`config.mk`:
```
export PLATFORM = sky130hd
export DESIGN_NAME = univ_shift_reg
export DESIGN_NICKNAME = d
export VERILOG_FILES = /design/src/rtl/usr_pkg.sv /design/src/rtl/usr_shift_cnt.sv /design/src/rtl/univ_shift_reg.sv
export SDC_FILE = /design/constraint.sdc
export NUM_CORES = 1
export LEC_CHECK = 0
export BUFFER_PORTS_ARGS = -buffer_cell sky130_fd_sc_hd__clkbuf_2
export CORE_MARGIN = 10
export CORE_UTILIZATION = 50
export CTS_CLUSTER_DIAMETER = 200
export CTS_CLUSTER_SIZE = 20
export DETAILED_ROUTE_END_ITERATION = 16
export GPL_TIMING_DRIVEN = 0
export PLACE_DENSITY_LB_ADDON = 0.12
export SKIP_CTS_REPAIR_TIMING = 1
export SLEW_MARGIN = 20
export SYNTH_ARGS = -nofsm -noshare
export SYNTH_HDL_FRONTEND = slang
export SYNTH_SLANG_ARGS = --single-unit
```
`constraint.sdc`:
```
create_clock -name i_clk -period 3.41 [get_ports i_clk]
set_clock_uncertainty 0.05 [all_clocks]
set_input_delay 0.682 -clock i_clk [delete_from_list [all_inputs] [get_ports i_clk]]
set_output_delay 0.682 -clock i_clk [all_outputs]
set_load 0.05 [all_outputs]
```
`src/rtl/usr_pkg.sv`:
```
// Shared definitions for the universal shift register: mode encodings and
// the auto-serialise FSM state type.
package usr_pkg;

   localparam logic [1:0] MODE_HOLD = 2'b00;
   localparam logic [1:0] MODE_SHL  = 2'b01;
   localparam logic [1:0] MODE_SHR  = 2'b10;
   localparam logic [1:0] MODE_LOAD = 2'b11;

   typedef enum logic [1:0] {
      ST_IDLE,
      ST_SHIFT,
      ST_DONE
   } usr_state_t;

endpackage

```
`src/rtl/usr_shift_cnt.sv`:
```
// Saturating up-counter for the auto-serialiser: counts shifts in a word and
// flags the last one (count == WIDTH-1). Never wraps past WIDTH-1.
module usr_shift_cnt #(
   parameter int WIDTH = 8
) (
   input  logic i_clk,
   input  logic i_rst_n,
   input  logic i_clr,
   input  logic i_en,
   output logic o_last
);

   localparam int CW = (WIDTH > 1) ? $clog2(WIDTH) : 1;
   localparam logic [CW-1:0] LAST = CW'(WIDTH - 1);

   logic [CW-1:0] cnt;

   // NOTE: sequential state uses non-blocking (<=) so every flop samples pre-edge values.
   always_ff @(posedge i_clk or negedge i_rst_n) begin
      if (!i_rst_n) begin
         cnt <= '0;
      end else if (i_clr) begin
         cnt <= '0;
      end else if (i_en && (cnt != LAST)) begin
         cnt <= cnt + 1'b1;
      end
   end

   assign o_last = (cnt == LAST);

endmodule

```
`src/rtl/univ_shift_reg.sv`:
```
// WIDTH-bit universal register (hold/shl/shr/load, sync clear, enable) with an
// MSB-first auto-serialise FSM. Define USR_PARITY_EN to add the o_parity output.
module univ_shift_reg
   import usr_pkg::*;
#(
   parameter int               WIDTH   = 8,
   parameter logic [WIDTH-1:0] RST_VAL = '0
) (
   input  logic             i_clk,
   input  logic             i_rst_n,
   input  logic             i_clr,
   input  logic             i_enable,
   input  logic [1:0]       i_mode,
   input  logic [WIDTH-1:0] i_d,
   input  logic             i_sin_l,
   input  logic             i_sin_r,
   input  logic             i_start,
   output logic [WIDTH-1:0] o_q,
   output logic             o_sout_l,
   output logic             o_sout_r,
   output logic             o_ser,
   output logic             o_ser_valid,
   output logic             o_busy,
   output logic             o_done
`ifdef USR_PARITY_EN
   ,
   output logic             o_parity
`endif
);

   usr_state_t       state, state_next;
   logic [WIDTH-1:0] q, q_next;
   logic             cnt_clr, cnt_en, cnt_last;

   usr_shift_cnt #(.WIDTH(WIDTH)) u_cnt (
      .i_clk   (i_clk),
      .i_rst_n (i_rst_n),
      .i_clr   (cnt_clr),
      .i_en    (cnt_en),
      .o_last  (cnt_last)
   );

   // Priority: clear > freeze > SHIFT > start > mode.
   // NOTE: every signal gets a default first so this block can never infer a latch.
   always_comb begin
      q_next     = q;
      state_next = state;
      cnt_clr    = 1'b0;
      cnt_en     = 1'b0;
      if (i_clr) begin
         q_next     = RST_VAL;
         state_next = ST_IDLE;
         cnt_clr    = 1'b1;
      end else if (i_enable) begin
         if (state == ST_SHIFT) begin
            q_next = {q[WIDTH-2:0], i_sin_r};
            cnt_en = 1'b1;
            if (cnt_last) state_next = ST_DONE;
         end else if (i_start) begin
            q_next     = i_d;
            cnt_clr    = 1'b1;
            state_next = ST_SHIFT;
         end else begin
            state_next = ST_IDLE;
            case (i_mode)
               MODE_SHL:  q_next = {q[WIDTH-2:0], i_sin_r};
               MODE_SHR:  q_next = {i_sin_l, q[WIDTH-1:1]};
               MODE_LOAD: q_next = i_d;
               default:   q_next = q;
            endcase
         end
      end
   end

   always_ff @(posedge i_clk or negedge i_rst_n) begin
      if (!i_rst_n) begin
         q     <= RST_VAL;
         state <= ST_IDLE;
      end else begin
         q     <= q_next;
         state <= state_next;
      end
   end

`ifdef USR_PARITY_EN
   // Parity of the value being loaded, so it lines up with o_q in the same cycle.
   always_ff @(posedge i_clk or negedge i_rst_n) begin
      if (!i_rst_n) o_parity <= ^RST_VAL;
      else          o_parity <= ^q_next;
   end
`endif

   assign o_q         = q;
   assign o_sout_l    = q[WIDTH-1];
   assign o_sout_r    = q[0];
   assign o_ser       = q[WIDTH-1];
   assign o_busy      = (state == ST_SHIFT);
   assign o_ser_valid = (state == ST_SHIFT);
   assign o_done      = (state == ST_DONE);

endmodule

```
==> results of run 1 <==
## cells in the mapped netlist, drive strengths merged, types with 3 or more instances
cell type,n,share of area (%)
nand2,9,3.6
nor2,7,2.8
clkbuf,3,1.2
ha,5,6.7
a22o,4,3.7
buf,6,4.9
a21o,5,4.0
inv,4,1.9
nor3b,3,2.4
o22ai,5,3.3
a21oi,13,8.1
dfrtp,13,35
o2bb2ai,6,5.6
## per-stage QoR
step	hold slack [ns]	utilization, %
final	0.2364	65.59
after global routing	0.2445	65.59
after floorplan	0.3364	-
after detailed placement	0.4392	64.09
after global placement	0.4405	64.09
after CTS	0.2458	65.59
## area by class of cell
class	instances	area (sq um)
sequential	13	325.3
timing repair buffer	30	150.1
clock buffer	4	26.28
tap	25	31.28
fill	156	600.6
buffer	9	57.56
multi-input combinational	78	536.8
inverter	4	17.52
## layer usage
metal	track usage, %	vias to the layer above
li1	-	453
met3	4.417	4
met5	0	-
met2	22.34	29
met4	4.098	0
met1	13.09	451
## state kept, by name (all words and copies together), names as in the netlist
name,count
o_q,8
u_cnt.cnt,3
state,2
## layout by cell type (no fill, tap or decap), types with 5 or more instances in the layout
master / instances
ha_1: 5
dfrtp_1: 13
a21o_1: 5
nor2_1: 7
o22ai_1: 5
a21oi_1: 12
o2bb2ai_1: 6
clkbuf_2: 30
nand2_1: 9
## report_power, final
group	internal, mW	total [mW]	switching [mW]
combinational	0.0496	0.148	0.0980
clock	0.0454	0.0987	0.0534
sequential	0.163	0.173	0.0102
## worst max-delay path: cells and delay by family (launching register included)
family | cells | cell delay [ns]
AND/OR/NAND/NOR | 1 | 0.16
buffers and inverters | 5 | 0.87
flip-flops | 1 | 0.41
## cell families after synthesis
logic type      after synthesis
simple gates                 30
buf+inv                      13
compound gates               42
flops                        13
mux                           1
fa+ha+maj                     5
## path summary, 6_finish.rpt
kind                       cells after the start      endpoint  slack [ns]
setup / recovery                               6   o_ser_valid        0.96
hold / removal                                 1        o_q[7]        0.24
setup reg to reg                               6        o_q[7]        1.51
hold reg to reg                                1  u_cnt.cnt[2]        0.46
max in group asynchronous                      1  u_cnt.cnt[1]        2.80
min in group i_clk                             1  u_cnt.cnt[2]        0.46
==> impl_metrics.ini, run 1 <==
[place]
place_congestion = 0.8200
dp.cells = 159
place_ws_ns = 0.9894
dp_hpwl_microns = 1901
placed_cell_area_sq_um = 1119
portBuffers = 30

[timing]
relSlewSlack_pct = 42.62
fmax_ghz = 0.4079
hold_viol = 0
final.setup.tns_ns = 0
setup_ws_ns = 0.9585
fin_crit_sh_pct = 71.89
min_period_ns = 2.452
setup_viol = 0
tightest_slew_ns = 0.8514
slew_violations = 0
rsz0062_at_grt = no

[critical_path]
worstPathArrival_ns = 1.72
crit_chain = nand2b_1, buf_6, inv_4, buf_2, buf_4, clkbuf_2
start_kind = flop
endpoint_kind = output port
max_stage_delay_ns = 0.41
worstSetupPathType = reg2out
cpMaxStageDelayCell = dfrtp_1
crit_fanout = 11
critPathRequiredTime_ns = 2.68
reg2reg_from = state[1]
crit_start = state[1]

[detailed_routing]
ant_nets = 0
route.detailed.drc = 0
via_count = 937
wl_met2_microns = 1287
via_per_inst = 5.748
drt_first_iter_violations = 42
wl_met3_microns = 178
finalWirelength_microns = 2537
routedWlPerCell_microns = 15.56
top_layer_used = met4
drtPass1Iterations = 4
wl_met1_microns = 1040

[floorplan]
die_w_microns = 63.30
core.rowCount = 15
io_pins = 31
die_h_microns = 63.30
core_area_sq_um = 1745
initial_core_util_pct = 53.69
die_area_sq_um = 4006

[layout]
nNetsFinal = 161
postLayoutCellArea_sq_um = 1145
diodes = 0
drive_gt1_share_pct = 33.33
finalNonFillerCells = 163
areaGrowthSynthToFinish_pct = 22.16

[synth]
postSynth.asyncResetShare_pct = 100.0
ys_seq_area_share_pct = 34.71
synth_edf_count = 0
synth_compound_area_share_pct = 32.98
ys_seq_elements = 13
avgSynthCellArea_sq_um = 9.011
synth_area_sq_um = 937.1
synth_xor_area_share_pct = 0
synthAdderAreaFrac_pct = 6.676
synthFlopType = dfrtp_1
synthSimpleGateAreaFrac_pct = 16.42
synth_cell_types = 33
ys.warnings.count = 0
synth_top_family_by_area = compound AO/OA/AOI/OAI gates
synth_nets = 126
synthMuxAreaShare_pct = 1.202
syn_inst = 104

[power]
p_leak_nw = 0.5873
p_total_uw = 419.4
ir_worst_vdd_mv = 0.2102
p_per_area_nw_per_um2 = 366.3

[global_routing]
grt_pass1_wl_microns = 4236
overflow = 0
grt_max_degree = 14
grt_pass1_vias = 939
antenna_found_initial = 0
track_usage_pct = 12.42

[outcome]
status = completed

[hold_path]
hold_path.class = in2async

[cts]
tritoncts = done
h-tree-depth = 1
cts_buffers = 3
cts_buffer_depth = 2
cts_sinks = 13
clk-insertion-delay-late_ns = 0.28
cts-root-buf = clkbuf_4
path_clk_slew_ns = 0.09

[run]
drv_cap = 0
(Power assumes the default switching activity.)
==> run 2: changes to the inputs <==
- CORE_UTILIZATION: 50 -> 44
- clock period: 3.41 -> 2.17 ns (I/O delays scaled with it)
==> run 2 against run 1 <==
Net effect:
- clock-buffer cell count did not move
- via count fell by 4.5%
- sequential power up 57%
- cell count increased by 1.2%
- highest routed layer is now met3
==> impl_metrics.ini, run 2 (synthesis gave the netlist of run 1 again) <==
[timing]
relSlewSlack_pct = 45.06
slew_violations = 0
setup_ws_ns = 0.2231
fin_crit_sh_pct = 89.72
rsz0062_at_grt = no
setup_viol = 0
tightest_slew_ns = 0.8152
fmax_ghz = 0.5136
min_period_ns = 1.947
hold_viol = 0
fin_hold_ws_ns = 0.3505

[power]
p_per_area_nw_per_um2 = 573.8
ir_worst_vdd_mv = 0.3308
clkPwrFrac_pct = 23.9
swShare_pct = 38.72
combPwrFrac_pct = 35.0
p_int_uw = 406.1
p_leak_nw = 0.5868
seq_power_share_pct = 41.1
p_total_uw = 662.6
switching_power_uw = 256.6

[cts]
cts_sinks = 13
path_clk_slew_ns = 0.09
clk-insertion-delay-late_ns = 0.28
cts-root-buf = clkbuf_4
tritoncts = done
cts_buffers = 3
h-tree-depth = 1
cts_buffer_depth = 2

[detailed_routing]
via_count = 895
drtPass1Iterations = 4
routedWlPerCell_microns = 14.93
finalWirelength_microns = 2464
route.detailed.drc = 0
drt_first_iter_violations = 26
ant_nets = 0
via_per_inst = 5.424

[place]
place_congestion = 0.7883
portBuffers = 30
dp.cells = 161
place_ws_ns = 0.01353
dp_hpwl_microns = 1887

[floorplan]
initial_core_util_pct = 46.81
die_h_microns = 66.15
core.rowCount = 16
die_w_microns = 66.15
die_area_sq_um = 4376
io_pins = 31
core_area_sq_um = 2002

[hold_path]
hold_path.class = in2reg
min_to = state[0]
holdPathStages = 2
min-delay-start = i_clr

[layout]
finalNonFillerCells = 165
final_util_pct = 57.69
mostFrequentLayoutCell = clkbuf_2
nNetsFinal = 161
areaGrowthSynthToFinish_pct = 23.23
largest_register_ffs = 8
most-common-layout-cells = clkbuf_2 (29), dfrtp_1 (13), a21oi_1 (12)
drive_gt1_share_pct = 32.61
diodes = 0
nFillCells = 200

[critical_path]
reg2reg_from = state[1]
worstPathArrival_ns = 1.46
crit_fanout = 15
endpoint_kind = output port
critPathRequiredTime_ns = 1.69
r2r_end = o_q[7]
worstSetupPathType = reg2out
worst-path-buf-inv = 4
start_kind = flop
cpMaxStageDelayCell = dfrtp_1
path_delay_family = buffers and inverters
crit_chain = nand2b_1, buf_6, inv_4, buf_4, clkbuf_4
reg2regPathDepth = 6
r2r_setup_slack_ns = 0.28
max_stage_delay_ns = 0.40

[global_routing]
grt_max_degree = 14
track_usage_pct = 11.41
antenna_found_initial = 0
grt_pass1_wl_microns = 4119
grt_pass1_vias = 899
overflow = 0

[run]
drv_cap = 0

[outcome]
status = completed
## run 2: cell count changes in the layout (fill, tap and decap cells not counted)
cell | previous run | this run
dlygate4sd3_1 | 0 | 1
clkbuf_2 | 30 | 29
buf_2 | 1 | 0
clkbuf_4 | 3 | 4
## run 2: layout make-up
type | instances | area, sq um | area share [%]
flip-flops and latches | 13 | 325.3 | 28.17
clock buffers | 4 | 26.28 | 2.275
inverters | 4 | 17.52 | 1.517
plain buffers | 8 | 52.55 | 4.550
multi-input cells | 78 | 536.8 | 46.48
repair buffers | 31 | 162.7 | 14.08
well taps | 27 | 33.78 | 2.925
## run 2: worst max-delay path by stage
stage,from,to,slack (ns),cells after the start
floorplan,i_mode[0],o_q[7],0.34,6
global placement,i_mode[0],o_q[7],0.04,7
detailed placement,i_mode[0],o_q[7],0.01,7
CTS,state[1],o_ser_valid,-0.01,6
global route,state[1],o_ser_valid,0.16,5
finish,state[1],o_ser_valid,0.22,5
## run 2: worst reg2reg max path: stages (launching register included)
cell and delay [ns]:
dfrtp_1 0.37, nand2b_1 0.13, buf_6 0.15, inv_4 0.09, o41ai_2 0.66, nor3_1 0.14
a22o_1 0.21
## run 2: power groups by stage
stage	logic (mW)	registers (mW)	clock network, mW
2_1_floorplan	0.126	0.314	0
3_3_place_gp	0.229	0.277	0
3_5_place_dp	0.232	0.277	0
4_1_cts	0.232	0.272	0.159
5_1_grt	0.251	0.275	0.167
6_report	0.232	0.272	0.158
## run 2: metal layers
layer	vias to the layer above	global-route usage [%]	wire length, microns
met5	-	0	0
met4	0	3.665	0
met3	0	3.729	178
met2	27	19.26	1205
met1	417	13.20	1080
li1	451	-	-
## run 2: per-stage QoR
stage          TNS [ns]  cell area (sq um)
6_report              0               1155
4_1_cts        -0.01128               1147
5_1_grt               0               1155
3_3_place_gp          0               1121
2_1_floorplan         0              937.1
3_5_place_dp          0               1121
==> run 3: changes to the inputs <==
- PLACE_DENSITY: not set -> 0.74
- PLACE_DENSITY_LB_ADDON: 0.12 -> not set
==> run 3 against run 2 <==
Net effect:
- global-route usage about the same
- clock power about the same
- register-to-register slack better by 0.02 ns
- sequential power hardly changed
- maximum frequency increased by 0.41%
- largest cell class unchanged
- worst setup slack better by 0.0080 ns
==> impl_metrics.ini, run 3 (synthesis gave the netlist of run 1 again) <==
[outcome]
status = completed

[critical_path]
r2r_setup_slack_ns = 0.30
crit_end = o_ser_valid
endpoint_kind = output port
reg2reg_from = state[1]
worstSetupPathType = reg2out
crit_fanout = 15
start_kind = flop
reg2regPathDepth = 6
r2r_end = o_q[7]
critPathRequiredTime_ns = 1.69
worstPathArrival_ns = 1.45
crit_start = state[1]

[layout]
final_util_pct = 57.69
diodes = 0
most-common-layout-cells = clkbuf_2 (29), dfrtp_1 (13), a21oi_1 (12)
largest_register_ffs = 8
nNetsFinal = 161
areaGrowthSynthToFinish_pct = 23.23
mostFrequentLayoutCell = clkbuf_2
drive_gt1_share_pct = 32.61

[detailed_routing]
wl_met3_microns = 217
wl_met2_microns = 1175
finalWirelength_microns = 2330
top_layer_used = met4
routedWlPerCell_microns = 14.12
drtPass1Iterations = 4
wl_met1_microns = 904
via_count = 901
route.detailed.drc = 0
via_per_inst = 5.461
ant_nets = 0
drt_first_iter_violations = 21

[global_routing]
track_usage_pct = 11.41
grt_max_degree = 14
overflow = 0
antenna_found_initial = 0
grt_pass1_wl_microns = 4064
grt_pass1_vias = 920

[power]
ir_worst_vdd_mv = 0.3952
p_per_area_nw_per_um2 = 568.5
p_leak_nw = 0.5868
p_int_uw = 406.0
p_total_uw = 656.6
seq_power_share_pct = 41.3
switching_power_uw = 250.5
clkPwrFrac_pct = 23.7
combPwrFrac_pct = 34.9
swShare_pct = 38.16

[floorplan]
core_area_sq_um = 2002
die_area_sq_um = 4376
core.rowCount = 16
die_h_microns = 66.15
io_pins = 31
die_w_microns = 66.15
initial_core_util_pct = 46.81

[place]
dp_hpwl_microns = 1865
place_congestion = 0.7821
portBuffers = 30

[cts]
tritoncts = done
clk-insertion-delay-late_ns = 0.28
cts_buffers = 3
cts-root-buf = clkbuf_4
cts_sinks = 13
path_clk_slew_ns = 0.09
cts_buffer_depth = 2
h-tree-depth = 1

[timing]
setup_viol = 0
slew_violations = 0
rsz0062_at_grt = no
hold_viol = 0
relSlewSlack_pct = 46.37
min_period_ns = 1.939
tightest_slew_ns = 0.7958
fmax_ghz = 0.5158
fin_crit_sh_pct = 89.35

[hold_path]
hold_path.class = in2reg

[run]
drv_cap = 0
==> run 3: cell counts in the layout (fill, tap and decap cells not counted) <==
Identical to the previous run, type by type.
==> run 3: metrics by stage <==
step           std cells  hold slack (ns)  instance area [sq um]  setup TNS, ns  setup slack, ns
3_5_place_dp         161           0.3002                   1121              0         0.007762
6_report             165           0.3458                   1155              0           0.2311
3_3_place_gp         161           0.3006                   1121              0          0.02888
4_1_cts              165        -0.002291                   1147     -0.0006652       -0.0006652
5_1_grt              165           0.3677                   1155              0           0.1312
2_1_floorplan        104          0.08841                  937.1              0           0.3359
==> run 3: worst min-delay path by stage <==
stage	from	end	slack, ns	depth (start not counted)
floorplan	i_rst_n	o_q[0]	0.09	0
global placement	i_rst_n	o_q[6]	0.30	1
detailed placement	i_rst_n	o_q[6]	0.30	1
CTS	i_rst_n	o_q[6]	-0.002	1
global route	i_clr	state[1]	0.37	2
finish	i_clr	state[1]	0.35	2
==> run 3: layout make-up <==
type                       instances  area [sq um]
inverter                           4         17.52
sequential                        13         325.3
fill                             204         847.1
buffer                             8         52.55
tap                               27         33.78
clock buffer                       4         26.28
timing repair buffer              31         162.7
multi-input combinational         78         536.8
==> run 3: power groups by stage <==
stage                     registers [mW]  clock network, mW  logic, mW
after floorplan                    0.314                  0      0.126
after global placement             0.276                  0      0.228
after detailed placement           0.276                  0      0.231
after CTS                          0.271              0.157      0.232
after global routing               0.273              0.171      0.252
final                              0.271              0.156      0.229
==> run 3: critical path: stages, from the launching register on <==
cell,delay [ns]
dfrtp_1,0.40
nand2b_1,0.16
buf_6,0.14
inv_4,0.13
buf_4,0.13
clkbuf_4,0.21
==> run 3: layer usage <==
layer,track usage [%],vias to the layer above
met1,12.32,420
met2,19.62,25
met5,0,-
met4,3.927,0
li1,-,451
met3,4.576,5
